<file path="src/rtl/vga_console.sv">
// Text console writer: turns a byte stream into VRAM cell writes and tracks the cursor.
// Char write lands 1 cycle after accept; in_ready drops for the whole PUT/CLRLINE/CLRALL sequence.
module vga_console #(
    parameter int COLS = 40,
    parameter int ROWS = 30,
    parameter int AW   = 11
) (
    input  logic          clk,
    input  logic          reset,
    input  logic          in_valid,
    input  logic [7:0]    in_data,
    output logic          in_ready,
    input  logic [7:0]    attr,
    output logic [AW-1:0] vram_waddr,
    output logic [15:0]   vram_wdata,
    output logic          vram_we,
    output logic [5:0]    cur_col,
    output logic [4:0]    cur_row,
    output logic          busy
);

    typedef enum logic [1:0] {IDLE, PUT, CLRLINE, CLRALL} state_t;

    localparam logic [AW-1:0] LINE_A   = AW'(COLS);
    localparam logic [AW:0]   LINE_N   = (AW+1)'(COLS);
    localparam logic [AW:0]   TOTAL_N  = (AW+1)'(COLS * ROWS);
    localparam logic [AW:0]   ONE      = (AW+1)'(1);
    localparam logic [5:0]    LAST_COL = 6'(COLS - 1);
    localparam logic [4:0]    LAST_ROW = 5'(ROWS - 1);
    localparam logic [7:0]    SPACE    = 8'h20;

    state_t          state_q, state_d;
    logic [AW:0]     cnt_q, cnt_d;
    logic [7:0]      attr_q, attr_d, clr_attr;
    logic            init_q, init_d;
    logic            we_d, ready_d, busy_d;
    logic [AW-1:0]   waddr_d;
    logic [15:0]     wdata_d;
    logic [5:0]      col_d;
    logic [4:0]      row_d, row_inc;
    logic [AW-1:0]   base, base_inc;
    logic            acc, printable;

    assign acc       = in_valid && in_ready;
    assign printable = (in_data >= 8'h20) && (in_data <= 8'h7E);
    assign row_inc   = (cur_row == LAST_ROW) ? 5'd0 : cur_row + 5'd1;
    assign base      = AW'(cur_row) * LINE_A;
    assign base_inc  = AW'(row_inc) * LINE_A;
    // The post-reset clear takes its attribute live on its first cycle, then from attr_q.
    assign clr_attr  = init_q ? attr : attr_q;

    always_ff @(posedge clk or posedge reset) begin
        if (reset) begin
            state_q    <= CLRALL;
            cnt_q      <= '0;
            attr_q     <= '0;
            init_q     <= 1'b1;
            vram_we    <= 1'b0;
            vram_waddr <= '0;
            vram_wdata <= '0;
            in_ready   <= 1'b0;
            busy       <= 1'b1;
            cur_col    <= '0;
            cur_row    <= '0;
        end else begin
            state_q    <= state_d;
            cnt_q      <= cnt_d;
            attr_q     <= attr_d;
            init_q     <= init_d;
            vram_we    <= we_d;
            vram_waddr <= waddr_d;
            vram_wdata <= wdata_d;
            in_ready   <= ready_d;
            busy       <= busy_d;
            cur_col    <= col_d;
            cur_row    <= row_d;
        end
    end

    always_comb begin
        state_d = state_q;
        case (state_q)
            IDLE: begin
                if (acc) begin
                    if (printable)               state_d = PUT;
                    else if (in_data == 8'h0A)   state_d = CLRLINE;
                    else if (in_data == 8'h0C)   state_d = CLRALL;
                end
            end
            // Cursor already advanced at accept; column 0 here means the line wrapped.
            PUT:     state_d = (cur_col == 6'd0) ? CLRLINE : IDLE;
            CLRLINE: if (cnt_q >= LINE_N)  state_d = IDLE;
            CLRALL:  if (cnt_q >= TOTAL_N) state_d = IDLE;
            default: state_d = IDLE;
        endcase
    end

    always_comb begin
        we_d    = 1'b0;
        waddr_d = vram_waddr;
        wdata_d = vram_wdata;
        cnt_d   = cnt_q;
        attr_d  = attr_q;
        init_d  = init_q;
        col_d   = cur_col;
        row_d   = cur_row;
        case (state_q)
            IDLE: begin
                if (acc) begin
                    attr_d = attr;
                    if (printable) begin
                        we_d    = 1'b1;
                        waddr_d = base + AW'(cur_col);
                        wdata_d = {attr, in_data};
                        if (cur_col == LAST_COL) begin
                            col_d = '0;
                            row_d = row_inc;
                        end else begin
                            col_d = cur_col + 6'd1;
                        end
                    end else if (in_data == 8'h0A) begin
                        col_d   = '0;
                        row_d   = row_inc;
                        we_d    = 1'b1;
                        waddr_d = base_inc;
                        wdata_d = {attr, SPACE};
                        cnt_d   = ONE;
                    end else if (in_data == 8'h0D) begin
                        col_d = '0;
                    end else if (in_data == 8'h08) begin
                        if (cur_col != 6'd0) col_d = cur_col - 6'd1;
                    end else if (in_data == 8'h0C) begin
                        we_d    = 1'b1;
                        waddr_d = '0;
                        wdata_d = {attr, SPACE};
                        cnt_d   = ONE;
                    end
                end
            end
            PUT: begin
                if (cur_col == 6'd0) begin
                    we_d    = 1'b1;
                    waddr_d = base;
                    wdata_d = {attr_q, SPACE};
                    cnt_d   = ONE;
                end
            end
            CLRLINE: begin
                if (cnt_q < LINE_N) begin
                    we_d    = 1'b1;
                    waddr_d = base + cnt_q[AW-1:0];
                    wdata_d = {attr_q, SPACE};
                    cnt_d   = cnt_q + ONE;
                end
            end
            CLRALL: begin
                init_d = 1'b0;
                attr_d = clr_attr;
                if (cnt_q < TOTAL_N) begin
                    we_d    = 1'b1;
                    waddr_d = cnt_q[AW-1:0];
                    wdata_d = {clr_attr, SPACE};
                    cnt_d   = cnt_q + ONE;
                end else begin
                    col_d = '0;
                    row_d = '0;
                end
            end
            default: ;
        endcase
        ready_d = (state_d == IDLE);
        busy_d  = !ready_d;
    end

endmodule

</file>
<file path="config.mk">
export PLATFORM = sky130hd
export DESIGN_NAME = vga_console
export DESIGN_NICKNAME = d
export VERILOG_FILES = /design/src/rtl/vga_console.sv
export SDC_FILE = /design/constraint.sdc
export NUM_CORES = 1
export LEC_CHECK = 0
export BUFFER_PORTS_ARGS = -buffer_cell sky130_fd_sc_hd__buf_4
export CAP_MARGIN = 0
export CORE_MARGIN = 2
export CORE_UTILIZATION = 30
export DETAILED_ROUTE_END_ITERATION = 10
export HOLD_SLACK_MARGIN = 0.12
export SETUP_SLACK_MARGIN = 0.1
export SLEW_MARGIN = 20
export SYNTH_ARGS = -nofsm -noshare
export SYNTH_HDL_FRONTEND = slang
export SYNTH_SLANG_ARGS = --single-unit
</file>
<file path="constraint.sdc">
create_clock -name clk -period 2.73 [get_ports clk]
set_input_delay 0 -clock clk [delete_from_list [all_inputs] [get_ports clk]]
set_output_delay 0 -clock clk [all_outputs]
set_load 0.02 [all_outputs]
</file>
### Word level (Yosys, flattened, before mapping)

Cells that the tools add are included.

* add/sub/neg operators: 6
* multiply operators: 2
* order comparisons: 6
* equality and inequality tests: 25
* multiplexer cells: 67
* reduce and logical (&&, ||, !) cells: 13

Operators by type and width (number)
* 16-bit two-way mux: 9
* 12-bit two-way mux: 9
* 11-bit two-way mux: 9
* 16-bit case mux with 4 select lines: 1
* 6-bit two-way mux: 8
* 12-bit case mux with 4 select lines: 1
* 11-bit case mux with 4 select lines: 1
* 8-bit by 4-bit == test with 1-bit output, second input constant: 4
* 5-bit two-way mux: 6
* 5-bit by 3-bit multiplier with 8-bit output, second input constant: 2
* 8-bit two-way mux: 2
* 8-bit case mux with 2 select lines: 1
* 3-bit inequality test, second input constant: 5
* 2-bit two-way mux: 7
* 12-bit by 1-bit adder with 12-bit output, second input constant: 1
* 12-bit by 11-bit greater-or-equal comparator with 1-bit output, second input constant: 1
* 12-bit by 6-bit greater-or-equal comparator with 1-bit output, second input constant: 1
* 12-bit by 11-bit less-than comparator with 1-bit output, second input constant: 1
* 12-bit by 6-bit less-than comparator with 1-bit output, second input constant: 1
* 2-bit inequality test, second input constant: 6
* 4-bit inequality test, second input constant: 3
* 6-bit case mux with 2 select lines: 1
* 11-bit adder: 1
* 11-bit by 6-bit adder with 11-bit output: 1
* 24 further kinds: 37

* bits in registers: 64
* bits of input ports: 19
* output and inout bits: 41
* word-level logic and storage cells: 130

### Logic depth before layout (Yosys ltp)

* depth in word-level cells: 8
* depth in mapped cells: 14
* mapped depth without buffers: 13

### Worst setup path before layout

No wires, ideal clock.

* path type: register -> register
* from: register cur_row[1]
* to: register vram_waddr[9]
* setup time: 126 ps
* arrival: 3004 ps
* data required time: 2604 ps
* slack: -401 ps
* cell stages (with the launch flop): 11
* buffers on the path: 0
* period minus slack after synthesis: 3131 ps
* path through: dfrtp_1 > ha_1 > ha_1 > fa_1 > xor2_1 > ha_1 > a21oi_1 > o22ai_1 > a221o_1 > a221oi_1 > o31ai_2

* longest elaborated chain between the ends: 7
* elaborated cells on any way between the ends: 13
* classes of those cells: add/sub: 3; mul: 2; eq/ne: 1; mux: 7

RTL lines
* from (decl): RTL line 18 `output logic [4:0] cur_row,`
* from (signal assigned): RTL line 76 `cur_row <= row_d;`
* 5-bit by 1-bit adder with 5-bit output or 5-bit == test (tied branches): RTL line 46 `assign row_inc = (cur_row == LAST_ROW) ? 5'd0 : cur_row + 5'd1;`
* 5-bit two-way mux: RTL line 46
* 5-bit by 3-bit multiplier with 8-bit output: RTL line 48 `assign base_inc = AW'(row_inc) * LINE_A;`
* 11-bit two-way mux: RTL line 121 `end else if (in_data == 8'h0A) begin`
* 11-bit two-way mux: RTL line 111 `if (printable) begin`
* 11-bit two-way mux: RTL line 109 `if (acc) begin`
* 11-bit case mux with 4 select lines (*): RTL line 107 `case (state_q)`
* to (signal assigned): RTL line 71 `vram_waddr <= waddr_d;`
* to (decl): RTL line 14 `output logic [AW-1:0] vram_waddr,`

Every way passes the cells marked *; elsewhere a longest branch is shown, timed or not. The select of a mux whose other input is x is not followed.
A chain may end at the register's enable or synchronous reset.

### Final worst setup path

* from: register cur_row[1]
* to: register vram_waddr[10]

Same word-level chain as after synthesis.

==> Implementation_results.wiki <==
{| class="wikitable"
! Metric !! Value
|-
| Number of remaining DRC errors || 0
|-
| Floorplan die height || 126 um
|-
| Final worst hold slack || 0.274 ns
|-
| Post-Synthesis Mean Instance Area || 9.03 um2
|-
| Clock Root Buffer || clkbuf_16
|-
| Initial antenna violation count || 1
|-
| Pins Over Slew Limit || 0
|-
| Sink Count || 64
|-
| Measured slew at the worst slew-check pin || 0.740 ns
|-
| Number of synthesized register bits || 64
|-
| Number of hold-slack violations in the final timing report || 0
|-
| Number of I/O pins || 60
|-
| Leak Pwr || 2.72 nW
|-
| Rel. slew slack || 0.506
|-
| Area of the mapped netlist || 0.00449 mm2
|-
| Number of levels in the clock H-tree || 3
|-
| Nets || 654
|-
| Number of distinct library cell variants in the gate-level netlist after synthesis || 64
|-
| Relative area change from synthesis to final layout || 37.3%
|-
| Gr usage total || 0.168
|-
| Leading cell type by number of instances after synthesis || dfrtp_1
|-
| Violation count after the first detailed-route iteration || 299
|-
| Number of maximum-capacitance constraint violations || 0
|-
| Post-synth EDFFs || 0
|-
| Post-DP HPWL || 9560 um
|-
| Placeable Area || 0.0146 mm2
|-
| RSZ-0062 raised after global routing || true
|-
| Final clock period utilization by the worst path || 0.967
|-
| Area share of the leading cell type in the synthesized netlist || 0.335
|-
| Router iterations before antenna repair || 5
|-
| Crit start category || flip-flop
|-
| Clock slew at reported path FFs || 0.06 ns
|-
| Number of buffers added by the clock tree synthesis step || 9
|-
| Top FF cell, synth || dfrtp_1
|-
| Time the worst path needs with I/O delays and setup || 2.64 ns
|-
| Antenna Diode Count || 0
|-
| Die X || 126 um
|-
| Total of endpoints with negative setup slack in the final report || 0
|-
| Vias in the first global route || 4331
|-
| Via count || 4235
|-
| RePlAce Congestion || 0.904
|-
| Worst skew pair latency || 0.34 ns
|-
| Most used standard cells in the synthesized netlist || 60 x dfrtp_1, 58 x nand2_1, 51 x o21ai_0
|-
| Data arrival, critical path || 2.89 ns
|-
| CTS tree || done
|-
| Worst hold path class || input pin to flip-flop
|-
| Wire length of the first global-routing pass || 21700 um
|-
| Site Rows || 44
|-
| Starting utilization of the core area || 0.308
|-
| Outcome || finished, final reports clean
|-
| Crit Path Category || flip-flop to flip-flop
|-
| Final antenna-violating net count || 0
|-
| Setup skew after layout || 0.00985 ns
|-
| IR Drop Worst-Case VDD || 0.259 mV
|-
| Asr flop ratio synth || 1.00
|-
| Required time reported for the critical path endpoint || 2.98 ns
|-
| Number of instances in the synthesized netlist || 497
|-
| Synthesized net count || 554
|-
| Global-route congestion overflow total || 0
|-
| Final worst slack || 0.0902 ns
|-
| Leading area contributor after synthesis || dfrtp_1
|-
| Post-Place Setup Slack || -0.0109 ns
|-
| Yosys warning count || 0
|-
| Element type at the critical path end || flip-flop
|-
| Post-Route Utilization || 0.422
|-
| Final setup TNS || 0 ns
|-
| Sequential element share of the synthesized area || 0.358
|-
| Detail-routed net length per standard cell || 17.1 um
|-
| Main area contributors after synthesis || dfrtp_1 33%, ha_1 9.5%, o21ai_0 5.7%
|-
| CP max FO || 5
|-
| Total wire length || 13500 um
|-
| Port buffer count || 59
|-
| Highest achievable clock rate || 379 MHz
|-
| PnR Total Power || 2.20 mW
|-
| Vias per cell || 5.39
|-
| Total power divided by cell area || 356 mW/mm2
|-
| Area enclosed by the die boundary || 0.0160 mm2
|-
| Largest net degree at the start of global routing || 43
|-
| Layout cell share with drive strength beyond 1 || 0.321
|-
| Max Buffers Root-to-Sink || 2
|}
-- stage by stage --
stage               instance area, um2  std cells
global placement                  5410        748
CTS                               5910        781
floorplan                         4600        497
finish                            6160        786
global route                      6160        786
detailed placement                5410        748
-- layout make-up --
cell class                      count  area [um2]
Tap cell                          184         230
Timing Repair Buffer              113         920
Clock buffer                       10         229
Clock inverter                      6        61.3
Sequential cell                    64        1610
Fill cell                        1390        8430
Multi-Input combinational cell    377        2990
Inverter                           32         120
-- cell usage in the layout (no fill, tap or decap), types with 8 or more instances in the layout --
cell	netlist	routed
ha_1	34	22
xnor2_1	11	9
dfrtp_1	60	56
clkbuf_16	0	9
dlygate4sd3_1	0	16
buf_4	0	91
ha_4	0	11
nand3_1	11	8
mux2_2	10	10
a21oi_1	24	18
a21o_1	8	8
a21oi_2	2	8
a22oi_1	12	12
o21ai_0	51	48
nand2_1	58	57
nor2_1	26	23
inv_1	31	26
-- cells by family after synthesis --
| kind of cell | synth area share |
|---|---|
| buffers and inverters | 0.0505 |
| DFF | 0.358 |
| xor gates and xnor gates | 0.0390 |
| AOI/OAI and AO/OA | 0.267 |
| and+or+nand+nor | 0.148 |
| muxes | 0.0251 |
| adders and majority gates | 0.113 |
-- where the power goes --
part	internal, mW	leakage [nW]	switching [mW]
clock	0.703	0.142	0.442
sequential	0.949	0.834	0
combinational	0.0449	1.74	0.0555
-- critical path, cell delays in order, from the launching register on --
cell	delay (ns)
dfrtp_2	0.47
buf_6	0.14
buf_6	0.11
nand3_4	0.09
xor2_4	0.20
nor2_4	0.07
ha_4	0.27
ha_4	0.12
inv_2	0.04
fa_2	0.37
inv_2	0.06
a21oi_2	0.05
o31ai_2	0.25
a211oi_2	0.08
o31ai_2	0.23
-- sequential cells by signal, summed over array words and instances, names as in the netlist --
signal / flops
attr_q: 8
busy: 1
cnt_q: 12
cur_col: 6
cur_row: 5
in_ready: 1
init_q: 1
state_q: 2
vram_waddr: 11
vram_wdata: 16
vram_we: 1
-- timing repair --
item,4_1_cts,5_1_grt
hold endpoints to repair,55,0
buffers inserted,1,5
pin swaps,8,27
gates resized for setup,9,41
endpoints found under the setup margin,4,46
hold buffers,16,0
-- final timing paths --
kind / from / endpoint / slack [ns] / cells past startpoint
max: cur_row[1] / vram_waddr[10] / 0.09 / 14
min: in_valid / vram_we / 0.27 / 5
max reg2reg: cur_row[1] / vram_waddr[10] / 0.09 / 14
min reg2reg: vram_wdata[7] / vram_wdata[7] / 0.48 / 1
max in group asynchronous: reset / state_q[1] / 1.68 / 4
min in group asynchronous: reset / vram_wdata[10] / 0.34 / 3
-- per-layer routing --
layer  vias up  track usage  share of wire
li1       2024            -              -
met1      2051        0.210           0.43
met2       129        0.282           0.49
met3        31       0.0430          0.060
met4         0       0.0614          0.024
met5         -            0              0
Power figures use the tool's default switching activity.
